**config.mk**
```make
export PLATFORM = sky130hd
export DESIGN_NAME = freq_sweep_ctrl
export DESIGN_NICKNAME = d
export VERILOG_FILES = /design/src/rtl/freq_sweep_ctrl_pkg.sv /design/src/rtl/freq_sweep_ctrl_dwell_timer.sv /design/src/rtl/freq_sweep_ctrl.sv
export SDC_FILE = /design/constraint.sdc
export NUM_CORES = 1
export LEC_CHECK = 0
export ABC_AREA = 1
export BUFFER_PORTS_ARGS = -buffer_cell sky130_fd_sc_hd__clkbuf_2
export CAP_MARGIN = 10
export CORE_MARGIN = 2
export CORE_UTILIZATION = 46
export CTS_CLUSTER_DIAMETER = 30
export CTS_CLUSTER_SIZE = 40
export DETAILED_ROUTE_END_ITERATION = 8
export GPL_TIMING_DRIVEN = 0
export PLACE_DENSITY_LB_ADDON = 0.3
export SYNTH_ARGS = -nofsm -noshare
export SYNTH_HDL_FRONTEND = slang
export SYNTH_SLANG_ARGS = --single-unit
```
**constraint.sdc**
```tcl
create_clock -name clk -period 5.97 [get_ports clk]
set_clock_uncertainty 0.2 [all_clocks]
set_input_delay 1.194 -clock clk [delete_from_list [all_inputs] [get_ports clk]]
set_output_delay 1.194 -clock clk [all_outputs]
set_load 0.01 [all_outputs]
```
**src/rtl/freq_sweep_ctrl_pkg.sv**
```systemverilog
// Shared types and constants for the frequency sweep controller.
// Optional triangular sweep selected by defining SWEEP_BIDIR_EN.
package freq_sweep_ctrl_pkg;

  localparam int         FREQ_W_DEF  = 12;
  localparam int         DWELL_W_DEF = 16;
  localparam logic [2:0] AMP_MIN     = 3'd1;
  localparam logic [2:0] RST_AMP     = AMP_MIN;
  localparam logic [7:0] RST_PHASE   = 8'd0;
  localparam int         RST_DWELL   = 1;

  typedef enum logic [2:0] {
    S_IDLE,
    S_DWELL,
    S_STEP
`ifdef SWEEP_BIDIR_EN
    , S_DWELL_DN
    , S_STEP_DN
`endif
  } state_t;

endpackage

```
**src/rtl/freq_sweep_ctrl_dwell_timer.sv**
```systemverilog
// Dwell down-counter: load a hold length, count while enabled, flag the last cycle.
module dwell_timer #(
  parameter int DWELL_W = 16
) (
  input  logic               clk,
  input  logic               rst_n,
  input  logic               i_clr,
  input  logic               i_load,
  input  logic [DWELL_W-1:0] i_load_val,
  input  logic               i_en,
  output logic               o_expire
);

  logic [DWELL_W-1:0] r_cnt;

  always_ff @(posedge clk or negedge rst_n) begin
    if (!rst_n) begin
      r_cnt <= '0;
    end else if (i_clr) begin
      r_cnt <= '0;
    end else if (i_load) begin
      r_cnt <= i_load_val;
    end else if (i_en && (r_cnt != '0)) begin
      r_cnt <= r_cnt - DWELL_W'(1);
    end
  end

  // A load of N yields exactly N enabled cycles, the last one flagged.
  assign o_expire = i_en && (r_cnt == DWELL_W'(1));

endmodule

```
**src/rtl/freq_sweep_ctrl.sv**
```systemverilog
// Frequency sweep controller: sawtooth sweep by default, triangular
// up/down sweep when SWEEP_BIDIR_EN is defined. All outputs registered.
module freq_sweep_ctrl
  import freq_sweep_ctrl_pkg::*;
#(
  parameter int FREQ_W  = FREQ_W_DEF,
  parameter int DWELL_W = DWELL_W_DEF
) (
  input  logic               clk,
  input  logic               rst_n,
  input  logic               start,
  input  logic               stop,
  input  logic               cfg_load,
  input  logic [FREQ_W-1:0]  cfg_start_freq,
  input  logic [FREQ_W-1:0]  cfg_stop_freq,
  input  logic [FREQ_W-1:0]  cfg_step,
  input  logic [DWELL_W-1:0] cfg_dwell,
  input  logic [2:0]         cfg_amp,
  input  logic [7:0]         cfg_phase,
  output logic [FREQ_W-1:0]  freq,
  output logic [2:0]         amp,
  output logic [7:0]         phase,
  output logic               en,
  output logic               busy,
  output logic               sweep_done
);

  state_t             r_state, w_state_nxt;
  logic [FREQ_W-1:0]  r_freq, w_freq_nxt;
  logic               r_en, w_en_nxt;
  logic               r_busy, w_busy_nxt;
  logic               r_done, w_done_nxt;
  logic [FREQ_W-1:0]  r_start_f, r_stop_f, r_step;
  logic [DWELL_W-1:0] r_dwell;
  logic [2:0]         r_amp;
  logic [7:0]         r_phase;
  logic               w_tmr_load, w_tmr_clr, w_tmr_en, w_expire;
  logic [FREQ_W:0]    w_up_sum;
  logic [FREQ_W-1:0]  w_up;

  // Extra bit keeps the sum from wrapping before the clamp to stop_freq.
  assign w_up_sum = {1'b0, r_freq} + {1'b0, r_step};
  assign w_up     = (w_up_sum > {1'b0, r_stop_f}) ? r_stop_f : w_up_sum[FREQ_W-1:0];

`ifdef SWEEP_BIDIR_EN
  logic [FREQ_W:0]   w_dn_diff;
  logic [FREQ_W-1:0] w_dn;
  assign w_dn_diff = {1'b0, r_freq} - {1'b0, r_step};
  assign w_dn      = (w_dn_diff[FREQ_W] || (w_dn_diff[FREQ_W-1:0] < r_start_f)) ?
                     r_start_f : w_dn_diff[FREQ_W-1:0];
  assign w_tmr_en  = (r_state == S_DWELL) || (r_state == S_DWELL_DN);
`else
  assign w_tmr_en  = (r_state == S_DWELL);
`endif

  dwell_timer #(.DWELL_W(DWELL_W)) u_dwell (
    .clk        (clk),
    .rst_n      (rst_n),
    .i_clr      (w_tmr_clr),
    .i_load     (w_tmr_load),
    .i_load_val (r_dwell),
    .i_en       (w_tmr_en),
    .o_expire   (w_expire)
  );

  // Zero amp and zero dwell are promoted to 1 as they are latched.
  always_ff @(posedge clk or negedge rst_n) begin
    if (!rst_n) begin
      r_start_f <= '0;
      r_stop_f  <= '0;
      r_step    <= '0;
      r_dwell   <= DWELL_W'(RST_DWELL);
      r_amp     <= RST_AMP;
      r_phase   <= RST_PHASE;
    end else if (cfg_load && (r_state == S_IDLE)) begin
      r_start_f <= cfg_start_freq;
      r_stop_f  <= cfg_stop_freq;
      r_step    <= cfg_step;
      r_dwell   <= (cfg_dwell == '0) ? DWELL_W'(1) : cfg_dwell;
      r_amp     <= (cfg_amp == 3'd0) ? AMP_MIN : cfg_amp;
      r_phase   <= cfg_phase;
    end
  end

  always_ff @(posedge clk or negedge rst_n) begin
    if (!rst_n) begin
      r_state <= S_IDLE;
      r_freq  <= '0;
      r_en    <= 1'b0;
      r_busy  <= 1'b0;
      r_done  <= 1'b0;
    end else begin
      r_state <= w_state_nxt;
      r_freq  <= w_freq_nxt;
      r_en    <= w_en_nxt;
      r_busy  <= w_busy_nxt;
      r_done  <= w_done_nxt;
    end
  end

  always_comb begin
    w_state_nxt = r_state;
    w_freq_nxt  = r_freq;
    w_en_nxt    = r_en;
    w_busy_nxt  = r_busy;
    w_done_nxt  = 1'b0;
    w_tmr_load  = 1'b0;
    w_tmr_clr   = 1'b0;
    if (stop) begin
      w_state_nxt = S_IDLE;
      w_freq_nxt  = '0;
      w_en_nxt    = 1'b0;
      w_busy_nxt  = 1'b0;
      w_tmr_clr   = 1'b1;
    end else begin
      case (r_state)
        S_IDLE: begin
          if (start && (r_start_f <= r_stop_f)) begin
            w_state_nxt = S_DWELL;
            w_freq_nxt  = r_start_f;
            w_en_nxt    = 1'b1;
            w_busy_nxt  = 1'b1;
            w_tmr_load  = 1'b1;
          end
        end
        S_DWELL: begin
          if (w_expire) begin
            if (r_freq == r_stop_f) begin
`ifdef SWEEP_BIDIR_EN
              if (r_freq == r_start_f) begin
                w_done_nxt = 1'b1;
                w_tmr_load = 1'b1;
              end else begin
                w_state_nxt = S_STEP_DN;
              end
`else
              w_freq_nxt = r_start_f;
              w_done_nxt = 1'b1;
              w_tmr_load = 1'b1;
`endif
            end else begin
              w_state_nxt = S_STEP;
            end
          end
        end
        S_STEP: begin
          w_state_nxt = S_DWELL;
          w_freq_nxt  = w_up;
          w_tmr_load  = 1'b1;
        end
`ifdef SWEEP_BIDIR_EN
        S_DWELL_DN: begin
          if (w_expire) begin
            if (r_freq == r_start_f) begin
              w_done_nxt  = 1'b1;
              w_state_nxt = S_STEP;
            end else begin
              w_state_nxt = S_STEP_DN;
            end
          end
        end
        S_STEP_DN: begin
          w_state_nxt = S_DWELL_DN;
          w_freq_nxt  = w_dn;
          w_tmr_load  = 1'b1;
        end
`endif
        default: w_state_nxt = S_IDLE;
      endcase
    end
  end

  assign freq       = r_freq;
  assign amp        = r_amp;
  assign phase      = r_phase;
  assign en         = r_en;
  assign busy       = r_busy;
  assign sweep_done = r_done;

endmodule

```
=== Word level (Yosys, flattened, before mapping) ===
Index checks and enable logic that the tools add are counted.
W data, S select, Z words.

* $add $sub $neg: 2
* Order comparisons: 2
* Equality and inequality tests: 8
* Muxes and demuxes: 27
* Reduce and logical (&&, ||, !) cells: 15

{| class="wikitable"
|+ Operators with widths
! cell !! number
|-
| $mux W16 || 4
|-
| $mux W12 || 5
|-
| $pmux W12 S3 || 1
|-
| $eq A16 B1 Y1 const B || 1
|-
| $logic_not A16 Y1 || 1
|-
| $reduce_bool A16 Y1 || 1
|-
| $sub A16 B1 Y16 const B || 1
|-
| $mux W3 || 5
|-
| $add A12 B12 Y13 || 1
|-
| $gt A13 B12 Y1 || 1
|-
| $eq A12 B12 Y1 || 1
|-
| $le A12 B12 Y1 || 1
|-
| $mux W1 || 10
|-
| $ne A3 B3 Y1 const B || 3
|-
| $pmux W3 S3 || 1
|-
| $logic_not A3 Y1 || 2
|-
| $logic_and A1 B1 Y1 || 4
|-
| $reduce_and A4 Y1 || 1
|-
| $reduce_bool A2 Y1 || 2
|-
| $reduce_bool A4 Y1 || 1
|-
| $eq A3 B1 Y1 const B || 1
|-
| $eq A3 B2 Y1 const B || 1
|-
| $ne A3 B2 Y1 const B || 1
|-
| $pmux W1 S3 || 1
|-
| other kinds (3) || 3
|}

* Bits in registers: 96
* Input bits: 68

=== Depth between registers and ports, before layout ===
Gate-level depths: netlist (run 1).

* Depth after elaboration: 7
* Gate-level depth with buffers: 21
* Gate-level depth less buffers: 20

=== Hierarchy ===
Synthesis (run 1) repeated with hierarchy kept, for this count alone.

* Cell total of the unflattened synthesis: 813
* Area, all modules: 5,949.5 um^2

{| class="wikitable"
|+ Modules (own cells, without submodules)
! module !! instances !! cells an instance !! area each (um^2) !! sequential area each (um^2)
|-
| freq_sweep_ctrl || 1 || 609 || 4,688.2 || 1,979.4
|-
| dwell_timer || 1 || 204 || 1,261.2 || 400.4
|}

=== Least setup slack after synthesis (run 1) ===
Ideal clock, no wire load.

* Path type: flip-flop to flip-flop
* From: register r_freq[0], in the netlist freq[0]
* To: register r_freq[0], in the netlist freq[0]
* Library setup time: 0.065 ns
* Arrival: 2.911 ns
* Slack: 2.794 ns
* Stages on the path, launching flop included: 21
* Path buffers: 1
* Cells stage by stage: dfrtp_1 -> ha_1 -> inv_1 -> fa_1 -> inv_1 -> nand3_1 -> nand2_1 -> nand3_1 -> nand2_1 -> xor2_1 -> ha_1 -> a21oi_1 -> o21ai_0 -> a21oi_1 -> nand2_1 -> nand2_1 -> clkbuf_1 -> nand3_1 -> nand3_1 -> nand3_1 -> nand2_1

* Cells in the longest elaborated chain, start to end: 5
* Elaborated cells between the ends (all ways): 8

{| class="wikitable"
|+ Ends and longest elaborated chain
! element !! line !! text
|-
| start: declaration || freq_sweep_ctrl.sv:29 || <nowiki>logic [FREQ_W-1:0] r_freq, w_freq_nxt;</nowiki>
|-
| start signal: assignment || freq_sweep_ctrl.sv:94 || <nowiki>r_freq <= w_freq_nxt;</nowiki>
|-
| $add A12 B12 Y13 || freq_sweep_ctrl.sv:42 || <nowiki>assign w_up_sum = {1'b0, r_freq} + {1'b0, r_step};</nowiki>
|-
| $gt A13 B12 Y1 || freq_sweep_ctrl.sv:43 || <nowiki>assign w_up = (w_up_sum > {1'b0, r_stop_f}) ? r_stop_f : w_up_sum[FREQ_W-1:0];</nowiki>
|-
| $mux W12 || freq_sweep_ctrl.sv:43 ||
|-
| $pmux W12 S3 || freq_sweep_ctrl.sv:116 || <nowiki>case (r_state)</nowiki>
|-
| $mux W12 || freq_sweep_ctrl.sv:109 || <nowiki>if (stop) begin</nowiki>
|}

Parallel ways exist; a longest one is shown, timed or not.
A chain may end at the register's enable or synchronous reset.

=== Worst setup path after layout (run 1) ===
* From: register r_step[0]
* To: register r_freq[1], in the netlist freq[1]

* Cells in the longest elaborated chain, start to end: 5

{| class="wikitable"
|+ Ends and longest elaborated chain
! element !! line !! text
|-
| start: declaration || freq_sweep_ctrl.sv:33 || <nowiki>logic [FREQ_W-1:0] r_start_f, r_stop_f, r_step;</nowiki>
|-
| start signal: assignment || freq_sweep_ctrl.sv:78 || <nowiki>r_step <= cfg_step;</nowiki>
|-
| $add A12 B12 Y13 (*) || freq_sweep_ctrl.sv:42 ||
|-
| $gt A13 B12 Y1 || freq_sweep_ctrl.sv:43 ||
|-
| $mux W12 (*) || freq_sweep_ctrl.sv:43 ||
|-
| $pmux W12 S3 (*) || freq_sweep_ctrl.sv:116 ||
|-
| $mux W12 (*) || freq_sweep_ctrl.sv:109 ||
|}

Every way passes the cells marked *; elsewhere a longest branch is shown, timed or not.

==> results_tabular.tex, run 1 <==
\begin{tabular}{lr}
\hline
Metric & Value \\
\hline
\multicolumn{2}{l}{\textbf{Logic synthesis}} \\
\quad Multiplexer area fraction after synthesis & 0\% \\
\quad Mapped cell area & a little over 0.006 mm2 \\
\quad Post-synth top area share & between 30 and 40\% \\
\quad Post-synthesis xor/xnor area fraction & about 3.3\% \\
\quad Post-synthesis cell type with the largest combined area & sky130\_fd\_sc\_hd\_\_dfrtp\_1 \\
\quad Most area-consuming cells after synthesis & sky130\_fd\_sc\_hd\_\_dfrtp\_1 (38\%), sky130\_fd\_sc\_hd\_\_nand2\_1 (22\%), sky130\_fd\_sc\_hd\_\_ha\_1 (8.9\%) \\
\quad Dominant combinational cell family by area after synthesis & simple AND/OR/NAND/NOR gates \\
\quad Nets in the synthesized netlist & $\sim$960 \\
\quad Synthesized-area fraction occupied by adder cells & a little under a tenth \\
\quad Cells after Synth & around 850 \\
\quad Area fraction in and, or, nand and nor cells after synthesis & 36.68\% \\
\quad Portion of the post-synthesis area used by sequential elements & between 30\% and 40\% \\
\quad Synthesis-stage register bit count & 95 \\
\quad Share of the synthesized area in compound gates (AO/OA/AOI/OAI) & under 10\% \\
\quad Yosys warning total & 0 \\
\quad Unique cell type count in the Yosys netlist & 30 \\
\quad Post-Synthesis Mean Instance Area & 7.102 um2 \\
\multicolumn{2}{l}{\textbf{Pwr}} \\
\quad Peak VDD IR & about 0.27 mV \\
\quad Static Leakage & between 3 and 4 nW \\
\quad Final Total Pwr & roughly 4.3 mW \\
\quad Sequential share of power & 27.4\% \\
\quad Internal power summed over all cells & 2.184 mW \\
\quad Cell area power density & roughly 600 mW/mm2 \\
\quad Net switching power figure & approximately 2.1 mW \\
\quad Portion of total power attributed to the clock network & 15.4\% \\
\quad Switching power as a share of total power & 49.08\% \\
\quad Combinational Power Share & a little under three fifths \\
\multicolumn{2}{l}{\textbf{Die}} \\
\quad Floorplan core area & around 0.013 mm2 \\
\quad Initial Utilization & between 40 and 50\% \\
\quad Width of the chip & 118.7 um \\
\quad Floorplan row count & between 40 and 50 \\
\quad Vertical die dimension & 118.7 um \\
\quad Total Die Area & 0.01409 mm2 \\
\quad Ports & 94 \\
\multicolumn{2}{l}{\textbf{Critical path}} \\
\quad Critical path type & flop to flop \\
\quad Critical Path Source Type & flop \\
\quad Worst setup slack for register-to-register paths & just over 2 ns \\
\quad Crit Reg-Reg Startpoint & r\_step[0] \\
\quad Data arrival, critical path & roughly 4 ns \\
\quad Endpoint type of the worst setup path & flop \\
\quad Length in cells of the worst reg-to-reg path & 18 \\
\quad Capture instance of the worst register-to-register path & freq[1] \\
\quad Worst-path fanout max & 10 \\
\quad Data required time of the critical path & $\sim$6.1 ns \\
\quad Crit path from & r\_step[0] \\
\quad End point of the critical path & freq[1] \\
\multicolumn{2}{l}{\textbf{Detailed routing}} \\
\quad Vias post-DR & between 5000 and 6000 \\
\quad Total wire length after detailed routing & about 16000 um \\
\quad 1st-iter DRT viols & 373 \\
\quad Via density per instance & just over 5 \\
\quad DRC & 0 \\
\quad Detailed-routing iteration count for the pre-antenna-repair pass & 5 \\
\quad Number of antenna-violating nets in the routed design & 0 \\
\quad Routed wire per std cell & around 14 um \\
\multicolumn{2}{l}{\textbf{CTS}} \\
\quad Clock sinks & 95 \\
\quad Number of buffers inserted for hold repair after clock tree synthesis & 0 \\
\quad CTS tree & built \\
\quad Clock latency at the later pin of the worst-skew pair & $\sim$0.36 ns \\
\quad Post-CTS Setup Bufs & 0 \\
\quad Root buffer cell & sky130\_fd\_sc\_hd\_\_clkbuf\_16 \\
\quad Clock transition at the registers of the reported paths & roughly 0.070 ns \\
\quad Count of instances resized after the clock tree is built & 0 \\
\quad CTS H-tree depth & 3 \\
\quad Buffers from clock root to sink, at most & 2 \\
\quad Number of buffers inserted during clock tree synthesis & 9 \\
\multicolumn{2}{l}{\textbf{Final layout}} \\
\quad Layout cells sized above 1 & between 10\% and 20\% \\
\quad Filler-free cell count of the finished design & between 1000 and 1500 \\
\quad Area delta synth->final & 17.22\% \\
\quad Net count reported at finish & 1068 \\
\quad Design area & about 0.0071 mm2 \\
\quad Most frequent cells in the layout & sky130\_fd\_sc\_hd\_\_nand2\_1 (354), sky130\_fd\_sc\_hd\_\_dfrtp\_1 (93), sky130\_fd\_sc\_hd\_\_clkbuf\_2 (91) \\
\quad Antenna Diode Count & 0 \\
\quad Post-route core utilization & between 50\% and 60\% \\
\quad Leading cell type in the layout, fill and taps excluded & sky130\_fd\_sc\_hd\_\_nand2\_1 \\
\multicolumn{2}{l}{\textbf{Placement}} \\
\quad Placed cell count & about 1100 \\
\quad Number of port buffers & 92 \\
\quad Placed instance area & just under 0.007 mm2 \\
\quad Worst setup slack before clock tree synthesis & about 2.2 ns \\
\quad HPWL Detailed & between 10000 and 15000 um \\
\quad Final RePlAce weighted congestion & approximately 0.9 \\
\multicolumn{2}{l}{\textbf{Timing}} \\
\quad Final Hold Viols & 0 \\
\quad Relative slew slack & between 40\% and 50\% \\
\quad Hold slack final & between 0.2 and 0.3 ns \\
\quad Fmax achieved & 254.6 MHz \\
\quad Final setup margin & around 2 ns \\
\quad Total negative slack & 0 ns \\
\quad Number of max-slew violations in the final report & 0 \\
\quad Setup repair after global routing missed its margin & no \\
\quad Transition time at the pin with the least slew margin & around 0.75 ns \\
\quad Final period utilization & between 60\% and 70\% \\
\quad Clock period minus final worst setup slack & slightly below 4 ns \\
\quad Total of endpoints with negative setup slack in the final report & 0 \\
\multicolumn{2}{l}{\textbf{GRT}} \\
\quad Number of antenna violations at the first check in global routing & 0 \\
\quad Pin count of the biggest net entering global routing & between 60 and 70 \\
\quad Via count of the first global-routing pass & roughly 5500 \\
\quad Global Route Usage Sum & between 20\% and 30\% \\
\quad Global-route congestion overflow total & 0 \\
\quad Global-route wire length before repair & approximately 27000 um \\
\multicolumn{2}{l}{\textbf{Job}} \\
\quad Number of max-cap violations & 0 \\
\multicolumn{2}{l}{\textbf{Worst hold path}} \\
\quad Worst Hold Path Cells & 2 \\
\quad Min-Delay Path Class & flop to flop \\
\multicolumn{2}{l}{\textbf{Run status}} \\
\quad Outcome & complete, no violations \\
\hline
\end{tabular}
==> worst max-delay path: stages, from the launching register on <==
cell and delay [ns]:
sky130_fd_sc_hd__dfrtp_1 0.44, sky130_fd_sc_hd__ha_1 0.25, sky130_fd_sc_hd__inv_1 0.09, sky130_fd_sc_hd__fa_1 0.40, sky130_fd_sc_hd__inv_1 0.10, sky130_fd_sc_hd__nand3_1 0.07
sky130_fd_sc_hd__nand2_1 0.13, sky130_fd_sc_hd__a21oi_1 0.13, sky130_fd_sc_hd__xor2_1 0.18, sky130_fd_sc_hd__ha_1 0.32, sky130_fd_sc_hd__nand2_1 0.07, sky130_fd_sc_hd__nor3_1 0.29
sky130_fd_sc_hd__nand4_1 0.16, sky130_fd_sc_hd__nand2_1 0.16, sky130_fd_sc_hd__clkbuf_1 0.43, sky130_fd_sc_hd__nand3_1 0.16, sky130_fd_sc_hd__nand3_1 0.12, sky130_fd_sc_hd__nand3_1 0.08
sky130_fd_sc_hd__nand2_1 0.07
==> power groups by stage <==
stage	registers [mW]	clock network (mW)	logic (mW)
finish	1.18	0.660	2.45
global route	1.21	0.696	2.85
CTS	1.17	0.669	2.44
detailed placement	1.18	0	2.43
global placement	1.18	0	2.39
floorplan	1.15	0	1.80
==> worst min path at each step <==
stage,startpoint,to
floorplan,r_dwell[10],r_dwell[10]
global placement,r_dwell[14],r_dwell[14]
detailed placement,r_dwell[10],r_dwell[10]
CTS,r_dwell[10],r_dwell[10]
global route,r_dwell[13],r_dwell[13]
finish,r_dwell[10],r_dwell[10]
==> Yosys cell counts <==
library cell and n:
sky130_fd_sc_hd__o21bai_1 2, sky130_fd_sc_hd__fa_1 1, sky130_fd_sc_hd__o21ai_1 1, sky130_fd_sc_hd__xor2_1 14, sky130_fd_sc_hd__dfstp_2 2, sky130_fd_sc_hd__inv_1 62
sky130_fd_sc_hd__nor3_2 1, sky130_fd_sc_hd__nor2_4 2, sky130_fd_sc_hd__buf_1 5, sky130_fd_sc_hd__buf_4 1, sky130_fd_sc_hd__inv_2 4, sky130_fd_sc_hd__nor4_1 4
sky130_fd_sc_hd__nor3_1 6, sky130_fd_sc_hd__dfrtp_1 93, sky130_fd_sc_hd__buf_2 9, sky130_fd_sc_hd__nor2_1 67, sky130_fd_sc_hd__buf_6 1, sky130_fd_sc_hd__a21oi_4 2
sky130_fd_sc_hd__nand4_1 12, sky130_fd_sc_hd__xnor2_1 9, sky130_fd_sc_hd__nand2_2 1, sky130_fd_sc_hd__clkbuf_1 15, sky130_fd_sc_hd__nand2_4 2, sky130_fd_sc_hd__o21ai_0 27
sky130_fd_sc_hd__a21o_1 1, sky130_fd_sc_hd__a21oi_1 22, sky130_fd_sc_hd__nand2_1 354, sky130_fd_sc_hd__ha_1 43, sky130_fd_sc_hd__nor2_2 2, sky130_fd_sc_hd__nand3_1 87
==> cell families (layout without fill, tap and decap cells) <==
family                     count (synthesis)  in the layout
buffers and inverters                     97            206
adders and majority gates                 44             44
xor gates and xnor gates                  23             23
AOI/OAI and AO/OA                         55             55
DFF                                       95             95
and+or+nand+nor                          538            538
==> routing by layer <==
layer	up-vias	wire, um	GRT usage, %
met2	192	6881	35.92
met1	2629	7751	34.33
met4	0	212	7.664
met5	-	0	0
li1	2918	-	-
met3	17	1163	5.212
==> final cells by class <==
class	count	area, um2
Fill cell	1277	5629
Multi-Input combinational cell	660	3284
Sequential cell	95	2380
Timing Repair Buffer	93	490.5
Inverter	66	247.7
Clock buffer	9	225.2
Tap cell	172	215.2
Buffer	31	138.9
Clock inverter	7	111.4
==> state kept, by name (all words and copies together) (netlist names) <==
| name | count |
|---|---|
| r_stop_f | 12 |
| amp | 3 |
| phase | 8 |
| r_dwell | 16 |
| busy | 1 |
| freq | 12 |
| r_state | 2 |
| sweep_done | 1 |
| r_step | 12 |
| u_dwell.r_cnt | 16 |
| r_start_f | 12 |
(Power assumes the default switching activity.)
==> run 2: changes to the inputs <==
==> constraint.sdc (replaced) <==
create_clock -name clk -period 3.58 [get_ports clk]
set_clock_uncertainty 0.2 [all_clocks]
set_input_delay 0.716 -clock clk [delete_from_list [all_inputs] [get_ports clk]]
set_output_delay 0.716 -clock clk [all_outputs]
set_load 0.01 [all_outputs]
==> results_tabular.tex, run 2 (same netlist as run 1, synthesis figures left out) <==
\begin{tabular}{lr}
\hline
Metric & Value \\
\hline
\multicolumn{2}{l}{\textbf{Run status}} \\
\quad Outcome & complete, no violations \\
\multicolumn{2}{l}{\textbf{CTS}} \\
\quad Clock sinks & 95 \\
\quad Clock transition at the registers of the reported paths & roughly 0.080 ns \\
\quad Buffers from clock root to sink, at most & 2 \\
\quad Number of buffers inserted during clock tree synthesis & 9 \\
\quad CTS tree & built \\
\quad CTS H-tree depth & 3 \\
\quad Clock latency at the later pin of the worst-skew pair & around 0.36 ns \\
\quad Root buffer cell & sky130\_fd\_sc\_hd\_\_clkbuf\_16 \\
\multicolumn{2}{l}{\textbf{Timing}} \\
\quad Transition time at the pin with the least slew margin & roughly 0.75 ns \\
\quad Total of endpoints with negative setup slack in the final report & 0 \\
\quad Final period utilization & $\sim$95\% \\
\quad Setup repair after global routing missed its margin & yes \\
\quad Clock period minus final worst setup slack & $\sim$3.4 ns \\
\quad Number of max-slew violations in the final report & 0 \\
\quad Relative slew slack & between 40 and 50\% \\
\quad Total negative slack & 0 ns \\
\quad Fmax achieved & 293.1 MHz \\
\quad Hold slack final & roughly 0.13 ns \\
\quad Final Hold Viols & 0 \\
\multicolumn{2}{l}{\textbf{Detailed routing}} \\
\quad Top routing layer in use & met4 \\
\quad Met3 Wirelength & 1168 um \\
\quad Detailed-routing iteration count for the pre-antenna-repair pass & 5 \\
\quad Wire length the detailed router placed on met1 & roughly 8000 um \\
\quad Number of antenna-violating nets in the routed design & 0 \\
\quad Total wire length after detailed routing & about 16000 um \\
\quad 1st-iter DRT viols & between 400 and 500 \\
\quad Via density per instance & a little over 5 \\
\quad Routed wire per std cell & between 10 and 15 um \\
\quad Vias post-DR & roughly 6000 \\
\quad Met2 WL & 7166 um \\
\quad DRC & 0 \\
\multicolumn{2}{l}{\textbf{GRT}} \\
\quad Number of antenna violations at the first check in global routing & 0 \\
\quad Via count of the first global-routing pass & around 5500 \\
\quad Pin count of the biggest net entering global routing & between 60 and 70 \\
\quad Global-route congestion overflow total & 0 \\
\quad Global Route Usage Sum & around a quarter \\
\quad Global-route wire length before repair & $\sim$27000 um \\
\multicolumn{2}{l}{\textbf{Placement}} \\
\quad Placed instance area & between 0.006 and 0.007 mm2 \\
\quad Final RePlAce weighted congestion & roughly 0.9 \\
\quad Number of port buffers & 92 \\
\quad HPWL Detailed & approximately 12000 um \\
\multicolumn{2}{l}{\textbf{Pwr}} \\
\quad Peak VDD IR & 0.4650 mV \\
\quad Cell area power density & about 1000 mW/mm2 \\
\quad Static Leakage & between 3 and 4 nW \\
\multicolumn{2}{l}{\textbf{Critical path}} \\
\quad Data arrival, critical path & $\sim$3.5 ns \\
\quad Endpoint type of the worst setup path & flop \\
\quad Crit Reg-Reg Startpoint & r\_step[0] \\
\quad Capture instance of the worst register-to-register path & freq[8] \\
\quad Length in cells of the worst reg-to-reg path & 21 \\
\quad Critical Path Source Type & flop \\
\quad Worst setup slack for register-to-register paths & 0.17 ns \\
\quad CP Cell Sequence & ha\_4 -> inv\_1 -> fa\_2 -> inv\_2 -> nand3\_1 -> nand2\_2 -> nand3\_2 -> nand2\_2 -> xor2\_2 -> ha\_1 -> a21oi\_2 -> o21ai\_1 -> a21oi\_1 -> nand2\_1 -> nand2\_2 -> nand2\_4 -> buf\_6 -> nand2\_1 -> nand3\_1 -> nand3\_1 -> nand2\_1 \\
\quad Max stage delay cell, worst path & sky130\_fd\_sc\_hd\_\_dfrtp\_2 \\
\quad Data required time of the critical path & 3.64 ns \\
\quad Worst-path fanout max & 5 \\
\quad Slowest Stage Delay on Critical Path & approximately 0.43 ns \\
\quad Critical path type & flop to flop \\
\multicolumn{2}{l}{\textbf{Final layout}} \\
\quad Net count reported at finish & 1075 \\
\quad Most frequent cells in the layout & sky130\_fd\_sc\_hd\_\_nand2\_1 (350), sky130\_fd\_sc\_hd\_\_dfrtp\_1 (92), sky130\_fd\_sc\_hd\_\_clkbuf\_2 (91) \\
\quad Design area & between 0.007 and 0.008 mm2 \\
\quad Antenna Diode Count & 0 \\
\quad Leading cell type in the layout, fill and taps excluded & sky130\_fd\_sc\_hd\_\_nand2\_1 \\
\quad Layout cells sized above 1 & 16.63\% \\
\quad Area delta synth->final & 19.75\% \\
\quad Largest registers & r\_dwell: 16 flops, u\_dwell.r\_cnt: 16 flops \\
\multicolumn{2}{l}{\textbf{Die}} \\
\quad Total Die Area & about 0.014 mm2 \\
\quad Floorplan row count & 41 \\
\quad Width of the chip & approximately 120 um \\
\quad Ports & 94 \\
\quad Vertical die dimension & roughly 120 um \\
\quad Floorplan core area & about 0.013 mm2 \\
\quad Initial Utilization & between 40\% and 50\% \\
\multicolumn{2}{l}{\textbf{Worst hold path}} \\
\quad Min-Delay Path Class & primary input to async pin \\
\multicolumn{2}{l}{\textbf{Job}} \\
\quad Number of max-cap violations & 0 \\
\hline
\end{tabular}
-- run 2: cell count changes in the layout (fill, tap and decap cells not counted), sizes merged --
cell,delta
buf,+8
clkbuf,-1
-- run 2: worst max path at each step --
stage	startpoint	endpoint	slack, ns
global placement	freq[0]	freq[3]	-0.19
CTS	r_step[0]	freq[8]	0.01
detailed placement	freq[0]	freq[1]	-0.18
finish	r_step[0]	freq[8]	0.17
floorplan	freq[0]	freq[0]	0.40
global route	r_step[0]	freq[11]	-0.06
-- run 2: where the power goes --
group	total (mW)	internal (mW)	switching (mW)	leakage (nW)
combinational	4.51	1.69	2.82	2.58
clock	1.11	0.628	0.477	0.164
sequential	1.96	1.55	0.412	1.20
-- run 2: timing repair --
action                                  in CTS  in global routing
endpoints found under the setup margin      12                 12
hold buffers                                 0                  0
resized for setup                            5                 26
setup buffers                                1                  5
pin swaps                                    0                 10
cloned                                       0                  1
-- run 2: critical path, delay by kind of cell (launching register included) --
family | cells | cell delay (ns)
buffers and inverters | 3 | 0.31
DFF | 1 | 0.43
AOI/OAI and AO/OA | 3 | 0.38
and+or+nand+nor | 11 | 0.99
adders and majority gates | 3 | 0.81
xor gates and xnor gates | 1 | 0.19
-- run 2: per-layer routing --
layer | track usage (%) | vias to the layer above
li1 | - | 2934
met1 | 34.63 | 2695
met2 | 36.06 | 208
met3 | 4.923 | 19
met4 | 7.813 | 0
met5 | 0 | -
-- run 2: stage by stage --
stage	util (%)	worst slack [ns]	power (mW)	std cells
after global placement	52.87	-0.1928	5.941	1116
after floorplan	-	0.4043	4.916	852
final	56.95	0.1678	7.577	1140
after CTS	55.92	0.01242	7.197	1134
after detailed placement	53.11	-0.1792	6.017	1117
after global routing	56.95	-0.06407	8.334	1140
-- run 2: layout make-up --
| type | instances | area (um2) |
|---|---|---|
| clock inverter | 7 | 111.4 |
| timing repair buffer | 100 | 546.8 |
| multi-input combinational | 660 | 3369 |
| buffer | 31 | 148.9 |
| clock buffer | 9 | 225.2 |
| inverter | 66 | 247.7 |
| tap | 172 | 215.2 |
| sequential | 95 | 2381 |
| fill | 1269 | 5477 |
==> run 3: changes to the inputs <==
==> constraint.sdc (replaced) <==
create_clock -name clk -period 3.53 [get_ports clk]
set_clock_uncertainty 0.2 [all_clocks]
set_input_delay 0.706 -clock clk [delete_from_list [all_inputs] [get_ports clk]]
set_output_delay 0.706 -clock clk [all_outputs]
set_load 0.01 [all_outputs]
==> results_tabular.tex, run 3 (same netlist as run 1, synthesis figures left out) <==
\begin{tabular}{lr}
\hline
Metric & Value \\
\hline
\multicolumn{2}{l}{\textbf{Detailed routing}} \\
\quad Via density per instance & about 5.1 \\
\quad Total wire length after detailed routing & 16470 um \\
\quad Number of antenna-violating nets in the routed design & 0 \\
\quad 1st-iter DRT viols & roughly 430 \\
\quad Routed wire per std cell & roughly 14 um \\
\quad Detailed-routing iteration count for the pre-antenna-repair pass & 5 \\
\quad DRC & 0 \\
\quad Vias post-DR & just under 6000 \\
\multicolumn{2}{l}{\textbf{Placement}} \\
\quad Final RePlAce weighted congestion & about 0.90 \\
\quad HPWL Detailed & 11970 um \\
\quad Worst setup slack before clock tree synthesis & -0.2292 ns \\
\quad Placed cell count & around 1100 \\
\quad Number of port buffers & between 90 and 100 \\
\multicolumn{2}{l}{\textbf{Critical path}} \\
\quad Crit Reg-Reg Startpoint & freq[6] \\
\quad Data arrival, critical path & approximately 3.4 ns \\
\quad End point of the critical path & freq[8] \\
\quad Worst setup slack for register-to-register paths & between 0.15 and 0.2 ns \\
\quad Worst path top cell family by delay & simple AND/OR/NAND/NOR gates \\
\quad Endpoint type of the worst setup path & flop \\
\quad Max stage delay cell, worst path & sky130\_fd\_sc\_hd\_\_dfrtp\_1 \\
\quad Length in cells of the worst reg-to-reg path & 16 \\
\quad Critical path type & flop to flop \\
\quad Most repeated library cell on the critical path & sky130\_fd\_sc\_hd\_\_nand2\_1 \\
\quad Critical Path Source Type & flop \\
\quad CP Cell Sequence & ha\_1 -> nand2\_1 -> o21ai\_0 -> a21oi\_4 -> xor2\_2 -> ha\_1 -> nand2\_1 -> nor3\_2 -> nand4\_1 -> nand2\_2 -> nand2\_4 -> buf\_6 -> nand2\_1 -> nand3\_1 -> nand3\_1 -> nand2\_1 \\
\quad Data required time of the critical path & 3.59 ns \\
\quad Worst-path fanout max & 5 \\
\quad Capture instance of the worst register-to-register path & freq[8] \\
\quad Crit path from & freq[6] \\
\quad Slowest Stage Delay on Critical Path & 0.45 ns \\
\quad Path length in cells of the critical path & 16 \\
\quad CP bufs+invs & 1 \\
\multicolumn{2}{l}{\textbf{Pwr}} \\
\quad Peak VDD IR & 0.4618 mV \\
\quad Cell area power density & about 1100 mW/mm2 \\
\quad Static Leakage & between 3 and 4 nW \\
\quad Portion of total power attributed to the clock network & between 10\% and 20\% \\
\quad Switching power as a share of total power & around half \\
\quad Net switching power figure & about 3.8 mW \\
\quad Combinational Power Share & 59.6\% \\
\quad Internal power summed over all cells & around 3.9 mW \\
\quad Sequential share of power & between 20\% and 30\% \\
\multicolumn{2}{l}{\textbf{Timing}} \\
\quad Number of max-slew violations in the final report & 0 \\
\quad Setup repair after global routing missed its margin & yes \\
\quad Total of endpoints with negative setup slack in the final report & 0 \\
\quad Final period utilization & 95.25\% \\
\quad Final Hold Viols & 0 \\
\quad Transition time at the pin with the least slew margin & 0.7512 ns \\
\quad Relative slew slack & approximately half \\
\quad Clock period minus final worst setup slack & between 3 and 4 ns \\
\quad Fmax achieved & roughly 300 MHz \\
\quad Final setup margin & 0.1678 ns \\
\quad Total negative slack & 0 ns \\
\multicolumn{2}{l}{\textbf{CTS}} \\
\quad CTS H-tree depth & 3 \\
\quad CTS tree & built \\
\quad Buffers from clock root to sink, at most & 2 \\
\quad Number of buffers inserted for hold repair after clock tree synthesis & 0 \\
\quad Clock latency at the later pin of the worst-skew pair & 0.36 ns \\
\quad Clock transition at the registers of the reported paths & approximately 0.080 ns \\
\quad Number of buffers inserted during clock tree synthesis & 9 \\
\quad Clock sinks & 95 \\
\quad Root buffer cell & sky130\_fd\_sc\_hd\_\_clkbuf\_16 \\
\multicolumn{2}{l}{\textbf{Final layout}} \\
\quad Largest registers & r\_dwell: 16 flops, u\_dwell.r\_cnt: 16 flops \\
\quad Most frequent cells in the layout & sky130\_fd\_sc\_hd\_\_nand2\_1 (350), sky130\_fd\_sc\_hd\_\_dfrtp\_1 (92), sky130\_fd\_sc\_hd\_\_clkbuf\_2 (91) \\
\quad Area delta synth->final & 20.16\% \\
\quad Leading cell type in the layout, fill and taps excluded & sky130\_fd\_sc\_hd\_\_nand2\_1 \\
\quad Filler-free cell count of the finished design & 1140 \\
\quad Fill cells & roughly 1300 \\
\quad Net count reported at finish & 1075 \\
\quad Layout cells sized above 1 & between 10\% and 20\% \\
\quad Antenna Diode Count & 0 \\
\multicolumn{2}{l}{\textbf{Die}} \\
\quad Ports & 94 \\
\quad Initial Utilization & a little under half \\
\quad Vertical die dimension & roughly 120 um \\
\quad Width of the chip & about 120 um \\
\quad Total Die Area & around 0.014 mm2 \\
\quad Floorplan core area & approximately 0.013 mm2 \\
\quad Floorplan row count & just over 40 \\
\multicolumn{2}{l}{\textbf{GRT}} \\
\quad Busiest metal layer after global routing & met2 \\
\quad Grt met2 use & 36.14\% \\
\quad Pin count of the biggest net entering global routing & 66 \\
\quad Global Route Usage Sum & 24.05\% \\
\quad Met3 GRT Util & 4.923\% \\
\quad Global-route congestion overflow total & 0 \\
\quad Number of antenna violations at the first check in global routing & 0 \\
\quad Via count of the first global-routing pass & approximately 5500 \\
\quad Met1 layer usage reported by global route & roughly a third \\
\quad Global-route wire length before repair & between 20000 and 30000 um \\
\multicolumn{2}{l}{\textbf{Run status}} \\
\quad Outcome & complete, no violations \\
\multicolumn{2}{l}{\textbf{Worst hold path}} \\
\quad Min-Delay Path Class & primary input to async pin \\
\multicolumn{2}{l}{\textbf{Job}} \\
\quad Number of max-cap violations & 0 \\
\hline
\end{tabular}
==> run 3: repair_timing <==
action / CTS / global route
setup buffers: 2 / 4
cloned: 0 / 1
setup endpoints to repair: 12 / 12
pin swaps: 0 / 9
gates resized for setup: 6 / 33
==> run 3: final cells by class <==
class                      count  area [um2]  area share, %
sequential                    95        2381          32.75
multi-input combinational    660        3395          46.69
timing repair buffer         100       546.8          7.520
tap                          172       215.2          2.960
inverter                      66       247.7          3.407
clock inverter                 7       111.4          1.532
buffer                        31       148.9          2.048
clock buffer                   9       225.2          3.098
==> run 3: layer usage <==
metal / wire length [um] / vias to the layer above
met1: 7999 / 2698
met5: 0 / -
li1: - / 2935
met3: 1086 / 24
met2: 7112 / 178
met4: 273 / 0
==> run 3: power by group through the flow <==
stage | clock, mW | combinational [mW] | sequential (mW)
after global routing | 1.18 | 5.25 | 2.05
after floorplan | 0 | 3.05 | 1.94
final | 1.12 | 4.59 | 1.99
after detailed placement | 0 | 4.11 | 1.99
after CTS | 1.13 | 4.21 | 1.98
after global placement | 0 | 4.04 | 1.99
==> run 3: worst min-delay path by stage <==
| stage | start | to | slack [ns] | cells past startpoint |
|---|---|---|---|---|
| after floorplan | rst_n | amp[1] | 0.21 | 0 |
| after global placement | r_dwell[14] | r_dwell[14] | 0.27 | 2 |
| after detailed placement | r_dwell[10] | r_dwell[10] | 0.27 | 2 |
| after CTS | rst_n | phase[7] | 0.15 | 1 |
| after global routing | rst_n | phase[7] | 0.16 | 1 |
| final | rst_n | phase[7] | 0.12 | 1 |
==> run 3: metrics by stage <==
stage               util (%)  instance area, um2  hold slack [ns]  total power, mW
floorplan                  -                6051           0.2104            4.986
global placement       52.87                6726           0.2656            6.025
detailed placement     53.11                6756           0.2679            6.102
CTS                    56.01                7126           0.1454            7.326
global route           57.15                7271           0.1603            8.481
finish                 57.15                7271           0.1221            7.702
